$ cat src/rtl/risc_v_pkg.sv
// Shared definitions for the CPU output UART: transmitter states and frame geometry.
package risc_v_pkg;

  typedef enum logic [1:0] {
    IDLE,
    START,
    DATA,
    STOP
  } uart_state_e;

  localparam int BITS_PER_BYTE  = 8;
  localparam int BYTES_PER_WORD = 4;

endpackage

$ cat src/rtl/out_uart_tx_word_fifo.sv
// Synchronous show-ahead FIFO; a push on a full FIFO is accepted only when a pop happens the same edge.
module word_fifo #(
  parameter int WIDTH = 32,
  parameter int DEPTH = 4
) (
  input  logic                     clock,
  input  logic                     reset,
  input  logic                     push,
  input  logic                     pop,
  input  logic [WIDTH-1:0]         wr_data,
  output logic [WIDTH-1:0]         rd_data,
  output logic                     full,
  output logic                     empty,
  output logic [$clog2(DEPTH):0]   count
);

  localparam int PTR_W = $clog2(DEPTH);

  logic [WIDTH-1:0] mem [DEPTH];
  logic [PTR_W-1:0] rd_ptr;
  logic [PTR_W-1:0] wr_ptr;
  logic             do_push;
  logic             do_pop;

  assign empty   = (count == '0);
  assign full    = (count == (PTR_W+1)'(DEPTH));
  assign do_pop  = pop && !empty;
  assign do_push = push && (!full || do_pop);
  assign rd_data = mem[rd_ptr];

  // DEPTH is a power of two, so the pointers wrap naturally modulo DEPTH
  always_ff @(posedge clock or negedge reset) begin
    if (!reset) begin
      rd_ptr <= '0;
      wr_ptr <= '0;
      count  <= '0;
    end else begin
      if (do_push) wr_ptr <= wr_ptr + 1'b1;
      if (do_pop)  rd_ptr <= rd_ptr + 1'b1;
      case ({do_push, do_pop})
        2'b10:   count <= count + 1'b1;
        2'b01:   count <= count - 1'b1;
        default: ;
      endcase
    end
  end

  always_ff @(posedge clock) begin
    if (do_push) mem[wr_ptr] <= wr_data;
  end

endmodule

$ cat src/rtl/out_uart_tx.sv
// Captures every change of the CPU out value and ships each 32-bit word as four 8N1 bytes, LSB first.
module out_uart_tx
  import risc_v_pkg::*;
#(
  parameter int CLKS_PER_BIT = 16,
  parameter int FIFO_DEPTH   = 4
) (
  input  logic        clock,
  input  logic        reset,
  input  logic [31:0] out_word,
  output logic        tx,
  output logic        busy,
  output logic        overflow
);

  localparam int               CNT_W    = $clog2(CLKS_PER_BIT);
  localparam logic [CNT_W-1:0] CNT_LAST = CNT_W'(CLKS_PER_BIT - 1);
  localparam int               FCNT_W   = $clog2(FIFO_DEPTH) + 1;

  uart_state_e       state;
  logic [CNT_W-1:0]  bit_cnt;
  logic [2:0]        bit_idx;
  logic [1:0]        byte_idx;
  logic [31:0]       prev;
  logic [31:0]       word;
  logic [7:0]        shreg;
  logic [7:0]        cur_byte;
  logic [31:0]       fifo_data;
  logic [FCNT_W-1:0] fifo_count;
  logic              capture;
  logic              pop;
  logic              full;
  logic              empty;
  logic              bit_end;
  logic              word_end;

  assign capture  = (out_word != prev);
  assign bit_end  = (bit_cnt == CNT_LAST);
  assign word_end = (state == STOP) && bit_end && (byte_idx == 2'(BYTES_PER_WORD - 1));
  assign pop      = !empty && ((state == IDLE) || word_end);
  assign busy     = (state != IDLE) || (fifo_count != '0);
  assign cur_byte = word[{byte_idx, 3'b000} +: 8];

  word_fifo #(
    .WIDTH (32),
    .DEPTH (FIFO_DEPTH)
  ) u_fifo (
    .clock   (clock),
    .reset   (reset),
    .push    (capture),
    .pop     (pop),
    .wr_data (out_word),
    .rd_data (fifo_data),
    .full    (full),
    .empty   (empty),
    .count   (fifo_count)
  );

  always_ff @(posedge clock or negedge reset) begin
    if (!reset) begin
      state    <= IDLE;
      bit_cnt  <= '0;
      bit_idx  <= '0;
      byte_idx <= '0;
      prev     <= '0;
      tx       <= 1'b1;
      overflow <= 1'b0;
    end else begin
      prev <= out_word;
      if (capture && full && !pop) overflow <= 1'b1;
      bit_cnt <= ((state == IDLE) || bit_end) ? '0 : bit_cnt + 1'b1;
      case (state)
        IDLE: begin
          tx <= 1'b1;
          if (!empty) begin
            state    <= START;
            byte_idx <= '0;
            tx       <= 1'b0;
          end
        end
        START: if (bit_end) begin
          state   <= DATA;
          bit_idx <= '0;
          tx      <= cur_byte[0];
        end
        DATA: if (bit_end) begin
          if (bit_idx == 3'(BITS_PER_BYTE - 1)) begin
            state <= STOP;
            tx    <= 1'b1;
          end else begin
            bit_idx <= bit_idx + 1'b1;
            tx      <= shreg[0];
          end
        end
        STOP: if (bit_end) begin
          // Bytes of one word and consecutive queued words go out back to back
          if (!word_end) begin
            byte_idx <= byte_idx + 1'b1;
            state    <= START;
            tx       <= 1'b0;
          end else if (!empty) begin
            byte_idx <= '0;
            state    <= START;
            tx       <= 1'b0;
          end else begin
            state <= IDLE;
            tx    <= 1'b1;
          end
        end
        default: state <= IDLE;
      endcase
    end
  end

  // shreg holds the not-yet-sent bits of the current byte; bit 0 leaves straight from cur_byte
  always_ff @(posedge clock) begin
    if (pop) word <= fifo_data;
    if ((state == START) && bit_end)     shreg <= cur_byte >> 1;
    else if ((state == DATA) && bit_end) shreg <= shreg >> 1;
  end

endmodule
$ cat config.mk
export PLATFORM = sky130hd
export DESIGN_NAME = out_uart_tx
export DESIGN_NICKNAME = d
export VERILOG_FILES = /design/src/rtl/risc_v_pkg.sv /design/src/rtl/out_uart_tx_word_fifo.sv /design/src/rtl/out_uart_tx.sv
export SDC_FILE = /design/constraint.sdc
export NUM_CORES = 1
export LEC_CHECK = 0
export BUFFER_PORTS_ARGS = -buffer_cell sky130_fd_sc_hd__buf_2
export CAP_MARGIN = 20
export CORE_MARGIN = 2
export CORE_UTILIZATION = 63
export CTS_BUF_LIST = sky130_fd_sc_hd__clkbuf_8
export DETAILED_ROUTE_END_ITERATION = 8
export MAX_ROUTING_LAYER = met4
export PLACE_DENSITY = 0.81
export SLEW_MARGIN = 40
export SYNTH_ARGS = -nofsm -noshare
export SYNTH_HDL_FRONTEND = slang
export SYNTH_HIERARCHICAL = 1
export SYNTH_SLANG_ARGS = --single-unit
$ cat constraint.sdc
create_clock -name clock -period 4.6 [get_ports clock]
set_input_delay 1.38 -clock clock [delete_from_list [all_inputs] [get_ports clock]]
set_output_delay 1.38 -clock clock [all_outputs]
set_load 0.005 [all_outputs]
# == Yosys cells after proc, flatten, opt, wreduce, memory -nomap -nowiden ==
# Memories as Yosys holds them, arrays and structs flattened. A register that Yosys moved wholly into a read port is not among the register bits.
# Cells that the tools add are included.
# word_totals
regBits,59
mem_bits_rw,128
wordCells,93
memories,1
# classes
n_addsub,7
n_eq_ne,16
shift,1
mux,29
reduce_logical,28
# memory_table
name,words,word_bits,read_ports,rd_clocked_by_memory_dff,wr,line,source
u_fifo.mem,4,32,1,1,1,out_uart_tx_word_fifo.sv:19,logic [WIDTH-1:0] mem [DEPTH];
# ops
cell,n
!= test 32 bit,1
variable part select 32 x 6 -> 8 bit,1
two-way mux 2 bit,8
two-way mux 7 bit,2
"!= test 2 bit, second input constant",6
one-hot mux 3 bit (2 select lines),2
two-way mux 1 bit,10
nonzero test 2 bit,5
logical AND 1 bit,9
two-way mux 3 bit,3
"equality test 2 bit, second input constant",4
one-hot mux 2 bit (4 select lines),1
"adder 2 x 1 -> 2 bit, second input constant",3
"adder 3 x 1 -> 3 bit, second input constant",2
"equality test 3 bit, second input constant",2
AND reduction 5 bit,1
"adder 4 x 1 -> 4 bit, second input constant",1
"equality test 2 x 1 -> 1 bit, second input constant",2
"equality test 4 bit, second input constant",1
logical OR 1 bit,4
two-way mux 4 bit,1
one-hot mux 1 bit (4 select lines),1
one-hot mux 2 bit (2 select lines),1
AND reduction 4 bit,1
7 further kinds,9

# == Logic depth before layout (Yosys ltp) ==
# logic_depth
word_depth,10
depth_mapped,11

# == By module ==
# The synthesis kept the hierarchy.
# modules_own_cells
mod,n_inst,cells_each,area_per_inst_um2,seq_area_each_um2
word_fifo,1,222,5128.7,4018.9
out_uart_tx,1,210,3345.7,2298.5

# == Worst setup path after synthesis ==
# OpenSTA, ideal clock, no wires.
# synth_timing
kind,register to register
from,register state[0]
to,register u_fifo.count[1]
arrival_ns,3.694
required_ns,4.513
setup_slack_ns,0.819
path_stages_with_launch,11
period_less_slack_ns,3.781
cell_sequence,dfrtp_1 inv_1 ha_1 a31oi_1 nor2_1 nor2b_1 nand2_1 fa_1 o21ba_2 o211ai_1 a22oi_1
# synth_between
elab_chain_len,10
word_cells_on_any_way,13
# synth_lines
element,line,source
"start, declared",out_uart_tx.sv:20,uart_state_e state;
"start signal, assigned",out_uart_tx.sv:61,state <= IDLE;
"start signal, assigned",out_uart_tx.sv:76,state <= START;
"start signal, assigned",out_uart_tx.sv:82,state <= DATA;
equality test 2 bit,out_uart_tx.sv:39,assign word_end = (state == STOP) && bit_end && (byte_idx == 2'(BYTES_PER_WORD - 1));
logical AND 1 bit (2 in series),out_uart_tx.sv:39,
logical OR 1 bit *,out_uart_tx.sv:40,assign pop = !empty && ((state == IDLE) || word_end);
logical AND 1 bit *,out_uart_tx.sv:40,
net pop,out_uart_tx.sv:31,logic pop;
logical AND 1 bit *,out_uart_tx_word_fifo.sv:27,assign do_pop = pop && !empty;
logical OR 1 bit,out_uart_tx_word_fifo.sv:28,assign do_push = push && (!full || do_pop);
logical AND 1 bit,out_uart_tx_word_fifo.sv:28,
equality test 2 x 1 -> 1 bit or equality test 2 bit (tied branches),out_uart_tx_word_fifo.sv:40,"case ({do_push, do_pop})"
one-hot mux 3 bit (2 select lines) or nonzero test 2 bit (tied branches),--,
"end signal, assigned",out_uart_tx_word_fifo.sv:41,2'b10: count <= count + 1'b1;
"end signal, assigned",out_uart_tx_word_fifo.sv:42,2'b01: count <= count - 1'b1;
"end, declared",out_uart_tx_word_fifo.sv:14,output logic [$clog2(DEPTH):0] count
# The timed path passes the listed nets; every way through them passes the cells marked *.
# A chain may end at the register's enable or synchronous reset.

# == Final worst setup path ==
# layout_timing
from,input port out_word[17]
to,register u_fifo.count[1]
# layout_between
elab_chain_len,4
word_cells_on_any_way,6
# layout_lines
element,line,source
"start, declared",out_uart_tx.sv:10,"input logic [31:0] out_word,"
!= test 32 bit *,out_uart_tx.sv:37,assign capture = (out_word != prev);
net capture,out_uart_tx.sv:30,logic capture;
logical AND 1 bit *,out_uart_tx_word_fifo.sv:28,
equality test 2 x 1 -> 1 bit or equality test 2 bit (tied branches),out_uart_tx_word_fifo.sv:40,
one-hot mux 3 bit (2 select lines) or nonzero test 2 bit (tied branches),--,
# Marked as above.

==> run summary <==
adder-cell share of the synthesized area: 2.16%
Gate power share: 2.0%
first-pass GRT wire length: 23300 microns
post-placement cell count: 636
synthesized instance count: 432
critical path's largest stage delay: 580 ps
layout cells sized above 1: 28.0%
max frequency: 273 MHz
worst-case reg-to-reg path depth: 10
ranking of synthesized cells by area: edfxtp_1, dfrtp_1, mux4_2
Mapped Nets: 480
WHS Endpoint: overflow
crit share post-route: 79.6%
Post-Synthesis Cell Area: 8470 sq um
multiplexer share of the synthesized area: 11.9%
Seq/Total Area, Yosys: 74.5%
CTS Buf Count: 34
Seq pwr share: 56.9%
fill cell count: 785
Slew Limit Fails: 0
H-tree depth: 2
most numerous cell in the Yosys netlist: edfxtp_1
Clock Latency Late Sink: 520 ps
largest net degree at the start of global routing: 36
Layout area overhead: 12.4%
most frequent CP cell: nand2_1
number of distinct library cells after synthesis: 44
Yosys top cell by area: edfxtp_1
antenna violations before repair: 0
asr flop ratio synth: 23.7%
R2R Path Start: bit_cnt[0]
Layout Skew: 21.8 ps
routed vias: 4103
post-synthesis xor/xnor area fraction: 3.93%
Die W: 120 microns
Initial DRC Count: 340
Setup Buffers After CTS: 0
placer congestion estimate: 0.762
ys flop type: edfxtp_1
setup TNS: 0 ps
WS Path Type: input port to flip-flop
Sw Ratio: 20.1%
count of flip-flops with a built-in enable after synthesis: 167
Simple-Gate Fraction of Synth Area: 3.65%
CTS hold repair buffers: 0
CP Data Required Time: 5020 ps
Max transition margin: 57.8%
Vias/cell: 5.88
grt total ovfl: 0
vias in the first global route: 4319
register clock-pin slew on the reported worst setup and hold paths: 60 ps
number of cells upsized or downsized after cts: 0
Final Non-Filler Cells: 698
Compound-Gate Fraction of Synth Area: 2.41%
Clock power frac: 41.1%
Hold Startpoint: overflow
main combinational cell family by area after synthesis: multiplexers
leakage: 3.35 nW
I/O pins: 37
Clock Tree Root: clkbuf_8
internal power: 3.01 mW
CP arrival: 4090 ps
R2R Path End: u_fifo/count[1]
post-layout power: 3.77 mW
hold crit path type: flip-flop to flip-flop
die area: 14400 sq um
Top delay family on crit path: simple AND/OR/NAND/NOR gates
Buf/Inv on CP: 1
Die Ht: 120 microns
Slowest-stage cell, CP: nor4_1
Crit. End Element: flip-flop
top-area cell type share of the netlist area: 59.2%
CTS Buffer Depth: 3
# nets final: 544
setup slack, reg-to-reg: 1450 ps
Core ar.: 13200 sq um
hold depth: 1
starting density of the core: 64.2%
DRC violations left: 0
pwr dens: 396 nW/um^2
Setup violations, final: 0
crit-path max FO: 6
TritonRoute pass-1 iters: 4
Max IR drop VDD: 0.000354 V
sequential cell area: 6320 sq um
Hold WS: 465 ps
top post-synthesis cells by count: edfxtp_1, dfrtp_1, mux4_2, xnor2_1, inv_1
area occupied by multi-input gates: 2050 sq um
Final ANT Viol Nets: 0
min Tclk post-route: 3660 ps
ant diodes: 0
Post-Syn Area per Cell: 19.6 sq um
Ys Warns: 6
critical path, cell by cell: buf_2 > xnor2_1 > nand4_1 > nor4_1 > nand2_1 > nor2b_1 > nand2_1 > fa_1 > o21ba_2 > o211ai_1 > a22oi_1
Final Hold Violating Endpoints: 0
HPWL Detailed: 8850 microns
TritonCTS clock tree: yes
synthesis-stage register bit count: 219
Total GRT Usage: 22.7%
maxcap violations: 0
clock sinks: 219
wire per inst: 20.8 microns
final wirelength: 14500 microns
Least-Margin Pin Slew: 633 ps
RSZ-0062 raised after global routing: no
IO Port Bufs: 36
status: completed
startpoint types: input port
Net Switching: 0.760 mW
FP Rows: 42
==> layout make-up <==
class,count,share of cell area (%)
flip-flops and latches,219,66.4
multi-input cells,185,21.5
clock buffers,36,5.20
repair buffers,41,2.31
well taps,176,2.31
clock inverters,26,1.73
inverters,15,0.591
==> state kept, by name, summed over array words and instances (netlist names) <==
name           flops
u_fifo/count       3
byte_idx           2
u_fifo/wr_ptr      2
word              32
prev              32
bit_idx            3
u_fifo/mem       128
state              2
tx                 1
overflow           1
shreg              7
u_fifo/rd_ptr      2
bit_cnt            4
==> worst max-delay path by stage <==
stage	start	cells past startpoint	slack, ps	to
floorplan	state[0]	10	820	u_fifo/count[1]
global placement	out_word[17]	11	640	u_fifo/count[1]
detailed placement	out_word[17]	11	510	u_fifo/count[1]
CTS	state[0]	4	970	busy
global route	out_word[17]	11	870	u_fifo/count[1]
finish	out_word[17]	11	940	u_fifo/count[1]
==> metal layers <==
layer	vias to the layer above	part of all wire (%)	global-route usage (%)
met5	-	0	-
met1	2117	40	29.0
met2	128	51	35.5
met4	0	3.2	10.5
li1	1823	-	-
met3	35	5.4	4.75
==> power groups by stage <==
| stage | sequential [mW] | clock, mW | combinational, mW |
|---|---|---|---|
| after floorplan | 2.19 | 0 | 0.0262 |
| after global placement | 2.19 | 0 | 0.0733 |
| after detailed placement | 2.19 | 0 | 0.0775 |
| after CTS | 2.15 | 1.58 | 0.0781 |
| after global routing | 2.15 | 1.68 | 0.0855 |
| final | 2.15 | 1.55 | 0.0760 |
==> metrics by stage <==
stage	worst slack (ps)	area, sq um	utilization (%)
finish	937	9520	72.2
global route	866	9520	72.2
CTS	972	9520	72.2
detailed placement	513	8860	67.2
global placement	638	8850	67.1
floorplan	819	8470	-
==> cell families after synthesis <==
logic type,after synthesis
multiplexers,49
AO/OA/AOI/OAI,28
XOR/XNOR,38
adder cells (fa/ha/maj),14
buffers and inverters,28
flip-flops,219
AND/OR/NAND/NOR,56
==> worst register-to-register path: stages, from the launching register on <==
cell and delay [ps]:
dfrtp_1 380, ha_1 230, and3_1 430, a31oi_1 190, nor2_4 360, nor2b_1 290
nand2_1 110, fa_1 510, o21ba_2 250, o211ai_1 80, a22oi_1 220
==> placed cells by master (no fill, tap or decap), types with 2 or more instances in the layout <==
cell	netlist	layout
buf_4	0	6
nor2_1	8	7
clkinv_1	0	5
a22o_1	3	3
bufinv_16	0	2
clkinv_2	0	4
mux4_2	40	40
nor3_1	3	3
nand4_1	10	10
a221o_1	2	2
xor2_1	2	2
mux2_2	8	8
and3_1	3	3
o21ai_0	9	9
and2_4	0	4
buf_2	8	35
edfxtp_1	167	167
o211ai_1	2	2
inv_6	0	2
dfrtp_1	51	50
nand3_1	4	4
a21oi_1	3	3
clkbuf_8	0	36
nor2b_1	3	3
nor4_1	2	2
ha_1	13	13
inv_1	15	28
nand2_1	12	12
xnor2_1	36	36
No activity file was read; power rests on OpenSTA's default activity.
